--- src/rtl/hazard_unit_pkg.sv ---
// Shared definitions for the hazard unit: forwarding-select encodings and the PC register index.
package hazard_unit_pkg;

  typedef enum logic [1:0] {
    FWD_RF = 2'b00,
    FWD_W  = 2'b01,
    FWD_M  = 2'b10
  } fwd_sel_e;

  localparam logic [3:0] PC_REG = 4'd15;

  // Memory stage wins over Writeback: it holds the younger result.
  function automatic fwd_sel_e fwd_select(input logic match_m, input logic match_w);
    if (match_m)      return FWD_M;
    else if (match_w) return FWD_W;
    else              return FWD_RF;
  endfunction

endpackage

--- src/rtl/hazard_shadow_pipe.sv ---
// Shadow copy of the E/M/W register addresses so the datapath need not export them.
module hazard_shadow_pipe #(
  parameter int RA_W = 4
) (
  input  logic            clk_i,
  input  logic            rst_i,
  input  logic            flush_i,
  input  logic [RA_W-1:0] ra1_d_i,
  input  logic [RA_W-1:0] ra2_d_i,
  input  logic [RA_W-1:0] wa3_d_i,
  output logic [RA_W-1:0] ra1_e_o,
  output logic [RA_W-1:0] ra2_e_o,
  output logic [RA_W-1:0] wa3_e_o,
  output logic [RA_W-1:0] wa3_m_o,
  output logic [RA_W-1:0] wa3_w_o
);

  logic [RA_W-1:0] ra1_e_q, ra2_e_q, wa3_e_q, wa3_m_q, wa3_w_q;
  logic [RA_W-1:0] ra1_e_d, ra2_e_d, wa3_e_d;

  // A flush inserts a bubble into Execute; M and W always advance.
  always_comb begin
    ra1_e_d = ra1_d_i;
    ra2_e_d = ra2_d_i;
    wa3_e_d = wa3_d_i;
    if (flush_i) begin
      ra1_e_d = '0;
      ra2_e_d = '0;
      wa3_e_d = '0;
    end
  end

  always_ff @(posedge clk_i or posedge rst_i) begin
    if (rst_i) begin
      ra1_e_q <= '0;
      ra2_e_q <= '0;
      wa3_e_q <= '0;
      wa3_m_q <= '0;
      wa3_w_q <= '0;
    end else begin
      ra1_e_q <= ra1_e_d;
      ra2_e_q <= ra2_e_d;
      wa3_e_q <= wa3_e_d;
      wa3_m_q <= wa3_e_q;
      wa3_w_q <= wa3_m_q;
    end
  end

  assign ra1_e_o = ra1_e_q;
  assign ra2_e_o = ra2_e_q;
  assign wa3_e_o = wa3_e_q;
  assign wa3_m_o = wa3_m_q;
  assign wa3_w_o = wa3_w_q;

endmodule

--- src/rtl/hazard_unit.sv ---
// Pipeline hazard unit: forwarding, load-use stall and control-flow flushes.
// Optional stall/flush performance counters are enabled by defining HAZARD_PERF_EN.
module hazard_unit
  import hazard_unit_pkg::*;
#(
  parameter int RA_W  = 4,
  parameter int CNT_W = 32
) (
  input  logic             clk,
  input  logic             reset,
  input  logic [RA_W-1:0]  RA1D,
  input  logic [RA_W-1:0]  RA2D,
  input  logic [RA_W-1:0]  WA3D,
  input  logic             MemtoRegE,
  input  logic             RegWriteM,
  input  logic             RegWriteW,
  input  logic             BranchTakenE,
  input  logic             PCWrPendingF,
  input  logic             PCSrcW,
  output logic             StallF,
  output logic             StallD,
  output logic             FlushD,
  output logic             FlushE,
  output logic [1:0]       ForwardAE,
  output logic [1:0]       ForwardBE,
  output logic [CNT_W-1:0] StallCnt,
  output logic [CNT_W-1:0] FlushCnt
);

  logic [RA_W-1:0] ra1_e, ra2_e, wa3_e, wa3_m, wa3_w;
  logic            match1_m, match2_m, match1_w, match2_w;
  logic            ldr_stall;

  hazard_shadow_pipe #(.RA_W(RA_W)) u_shadow (
    .clk_i   (clk),
    .rst_i   (reset),
    .flush_i (FlushE),
    .ra1_d_i (RA1D),
    .ra2_d_i (RA2D),
    .wa3_d_i (WA3D),
    .ra1_e_o (ra1_e),
    .ra2_e_o (ra2_e),
    .wa3_e_o (wa3_e),
    .wa3_m_o (wa3_m),
    .wa3_w_o (wa3_w)
  );

  always_comb begin
    match1_m  = RegWriteM && (wa3_m == ra1_e) && (ra1_e != RA_W'(PC_REG));
    match2_m  = RegWriteM && (wa3_m == ra2_e) && (ra2_e != RA_W'(PC_REG));
    match1_w  = RegWriteW && (wa3_w == ra1_e) && (ra1_e != RA_W'(PC_REG));
    match2_w  = RegWriteW && (wa3_w == ra2_e) && (ra2_e != RA_W'(PC_REG));
    ldr_stall = MemtoRegE && ((RA1D == wa3_e) || (RA2D == wa3_e));

    StallD    = ldr_stall;
    StallF    = ldr_stall || PCWrPendingF;
    FlushD    = PCWrPendingF || PCSrcW || BranchTakenE;
    FlushE    = ldr_stall || BranchTakenE;
    ForwardAE = fwd_select(match1_m, match1_w);
    ForwardBE = fwd_select(match2_m, match2_w);

    if (reset) begin
      StallD    = 1'b0;
      StallF    = 1'b0;
      FlushD    = 1'b0;
      FlushE    = 1'b0;
      ForwardAE = FWD_RF;
      ForwardBE = FWD_RF;
    end
  end

`ifdef HAZARD_PERF_EN
  logic [CNT_W-1:0] stall_cnt_q, stall_cnt_d;
  logic [CNT_W-1:0] flush_cnt_q, flush_cnt_d;

  // Saturating counters: stop at all-ones instead of wrapping.
  always_comb begin
    stall_cnt_d = stall_cnt_q;
    flush_cnt_d = flush_cnt_q;
    if (StallD && (stall_cnt_q != '1)) stall_cnt_d = stall_cnt_q + CNT_W'(1);
    if (FlushE && (flush_cnt_q != '1)) flush_cnt_d = flush_cnt_q + CNT_W'(1);
  end

  always_ff @(posedge clk or posedge reset) begin
    if (reset) begin
      stall_cnt_q <= '0;
      flush_cnt_q <= '0;
    end else begin
      stall_cnt_q <= stall_cnt_d;
      flush_cnt_q <= flush_cnt_d;
    end
  end

  assign StallCnt = stall_cnt_q;
  assign FlushCnt = flush_cnt_q;
`else
  assign StallCnt = '0;
  assign FlushCnt = '0;
`endif

endmodule

--- config.mk ---
export PLATFORM = sky130hd
export DESIGN_NAME = hazard_unit
export DESIGN_NICKNAME = d
export VERILOG_FILES = /design/src/rtl/hazard_unit_pkg.sv /design/src/rtl/hazard_shadow_pipe.sv /design/src/rtl/hazard_unit.sv
export SDC_FILE = /design/constraint.sdc
export NUM_CORES = 1
export LEC_CHECK = 0
export BUFFER_PORTS_ARGS = -buffer_cell sky130_fd_sc_hd__buf_2
export CAP_MARGIN = 20
export CORE_MARGIN = 5
export CORE_UTILIZATION = 46
export DETAILED_ROUTE_END_ITERATION = 6
export GPL_TIMING_DRIVEN = 0
export PLACE_DENSITY = 0.86
export SYNTH_ARGS = -nofsm -noshare
export SYNTH_HDL_FRONTEND = slang
export SYNTH_SLANG_ARGS = --single-unit
--- constraint.sdc ---
create_clock -name clk -period 2.8 [get_ports clk]
set_input_delay 0.28 -clock clk [delete_from_list [all_inputs] [get_ports clk]]
set_output_delay 0.28 -clock clk [all_outputs]
set_load 0.005 [all_outputs]
==> out/qor.csv <==
stage,metric,value,unit
floorplanning,dieArea,4340,µm²
cts,cts_made_buffers,3,
final_layout,fin_util,62.7,%
pwr,leakagePower,1.19,nW
final_layout,layout.nets,278,
placed_design,dpl_cell_area,1860,µm²
cts,post-cts-setup-buffers,0,
worst_setup_path,cp-end-kind,output port,
pwr,total_power,0.673,mW
floorplanning,placementRows,20,
cts,htreeDepth,1,
worst_setup_path,path_cells,xor2_1 > nor4_1 > o211a_1 > buf_6 > buf_2,
timing,slew_headroom,45.5,%
floorplanning,die_x,65.9,µm
routing,wl_per_cell,9.24,µm
pwr,switching_share,27.4,%
worst_setup_path,worst-setup-path-type,reg -> out,
routing,vias_per_cell,3.73,
pwr,ir_drop,304,µV
global_route,antenna_found_initial,0,
worst_setup_path,crit_family,flip-flops,
global_route,grt_usage,11.9,%
pwr,power.density,354,nW/µm²
pwr,internal-power,0.488,mW
cts,insertion_delay,0.29,ns
final_layout,multiInputGateArea,673,µm²
logic_synthesis,ys_ff_latch,20,
timing,grt_setup_unrepaired,no,
min_path,hp-class,in -> async,
floorplanning,initial_core_util,47.4,%
placed_design,dp_hpwl,2460,µm
timing,tightest_slew,0.817,ns
logic_synthesis,syn_inst,163,
placed_design,place_congestion,0.831,
outcome,status,finished clean,
global_route,grt_pass1_wl,4050,µm
routing,drc,0,
worst_setup_path,cp_slowest_stage_delay,0.43,ns
timing,finalClockSkew,0.00294,ns
placed_design,dp.cells,297,
pwr,p_switching,0.185,mW
worst_setup_path,rrSetupSlack,1.26,ns
timing,max_clock_freq,0.483,GHz
cts,clkSinkCount,20,
worst_setup_path,crit_path_start_kind,flop,
worst_setup_path,crit_required,2.52,ns
floorplanning,design.core.area,3030,µm²
pwr,p_clk_share,23.5,%
logic_synthesis,seq_area_frac_synth,34.8,%
cts,cts_hold_buf,0,
cts,cts_resized,0,
final_layout,seq_area,500,µm²
worst_setup_path,crit_path_max_fanout,10,
timing,period_needed,2.07,ns
timing,slew_viol_final,0,
timing,tns,0,ns
cts,cts_tree,done,
routing,drt-pass1-iter-count,4,
floorplanning,io_pins,92,
final_layout,final_cell_mix,"buf_4, conb_1, buf_2",
worst_setup_path,crit_slowest_cell,dfrtp_1,
run,maxCapViolations,0,
routing,antenna_left,0,
timing,setup_viol,0,
logic_synthesis,synth_cell_types,20,
routing,via_count,1122,
pwr,p_comb_share,26.5,%
final_layout,final_area,1900,µm²
final_layout,diodes,0,
final_layout,layout-drive-gt1-share,37.4,%
global_route,grt_pass1_vias,932,
floorplanning,die_h,65.9,µm
logic_synthesis,syn-cell-area,1440,µm²
timing,hold_violations,0,
timing,final.period_utilization,73.9,%
routing,drtIter0Drc,19,
worst_setup_path,arrival,1.79,ns
logic_synthesis,syn_avg_cell_area,8.81,µm²
worst_setup_path,crit_buf_inv,2,
pwr,p_seq_share,50.1,%
final_layout,area_growth,32.2,%
cts,clk_pin_slew,0.10,ns
cts,clockRootBuffer,clkbuf_4,
global_route,overflow,0,
placed_design,portBuffers,27,
routing,totalWireLength,2780,µm
logic_synthesis,yosysWarnings,0,
global_route,grt_max_degree,25,
cts,cts_buffer_depth,2,
final_layout,fillCellCount,283,
final_layout,instances_no_fill,301,
[Yosys cell counts]
cell / number / area share (%)
a21o_1: 1 / 0.52
a31oi_1: 2 / 0.87
and3_1: 2 / 0.87
buf_4: 64 / 33
buf_6: 1 / 0.78
clkbuf_1: 1 / 0.26
conb_1: 1 / 0.26
dfrtp_1: 20 / 35
inv_1: 1 / 0.26
nand2_1: 16 / 4.2
nand2b_1: 1 / 0.44
nand3_1: 4 / 1.4
nor2_1: 19 / 5.0
nor3_1: 1 / 0.35
nor4_1: 4 / 1.7
o2111ai_1: 2 / 1.2
o211a_1: 1 / 0.70
o21ai_0: 2 / 0.70
xnor2_1: 2 / 1.2
xor2_1: 18 / 11
[registers in the layout, indices dropped and copies added, names as in the netlist]
name	flops
u_shadow.ra1_e_o	4
u_shadow.ra2_e_o	4
u_shadow.wa3_e_o	4
u_shadow.wa3_m_o	4
u_shadow.wa3_w_o	4
[power by group through the flow]
stage	registers [mW]	clock network [mW]	logic, mW
2_1_floorplan	0.335	0	0.141
3_3_place_gp	0.341	0	0.168
3_5_place_dp	0.343	0	0.172
4_1_cts	0.337	0.165	0.173
5_1_grt	0.340	0.176	0.200
6_report	0.337	0.158	0.178
[through the flow]
step | hold WS (ns) | worst slack, ns
floorplan | 0.278 | 1.18
global route | 0.177 | 0.476
detailed placement | 0.428 | 0.711
global placement | 0.418 | 0.750
CTS | 0.174 | 0.705
finish | 0.170 | 0.730
[worst paths after layout]
kind,startpoint,cells after the start,endpoint
max,u_shadow.wa3_e_o[1],5,StallD
min,reset,2,u_shadow.ra1_e_o[1]
max reg2reg,u_shadow.wa3_e_o[1],5,u_shadow.ra2_e_o[3]
min reg2reg,u_shadow.wa3_e_o[0],0,u_shadow.wa3_m_o[0]
max in group asynchronous,reset,2,u_shadow.wa3_w_o[0]
min in group clk,WA3D[2],3,u_shadow.wa3_e_o[2]
[cell type report]
type / count / share of cell area (%)
Timing Repair Buffer: 27 / 7.11
Buffer: 66 / 26.1
Clock buffer: 4 / 1.91
Multi-Input combinational cell: 139 / 35.4
Inverter: 1 / 0.198
Tap cell: 44 / 2.90
Sequential cell: 20 / 26.4
[layer usage]
layer  share of wire, %  up-vias  track usage (%)  wire, µm
li1                   -      583                -         -
met1                 34      474             12.7       941
met2                 55       61             22.3      1540
met3                9.7        4             2.04       270
met4               0.97        0             5.44        27
met5                  0        -                0         0
[cells by family after synthesis]
group / after synthesis / share of synthesized area (%)
buf+inv: 67 / 34.8
simple gates: 47 / 13.9
xor+xnor: 20 / 12.2
flops: 20 / 34.8
compound gates: 8 / 4.01
other cells: 1 / 0.261
(Power assumes the default switching activity.)
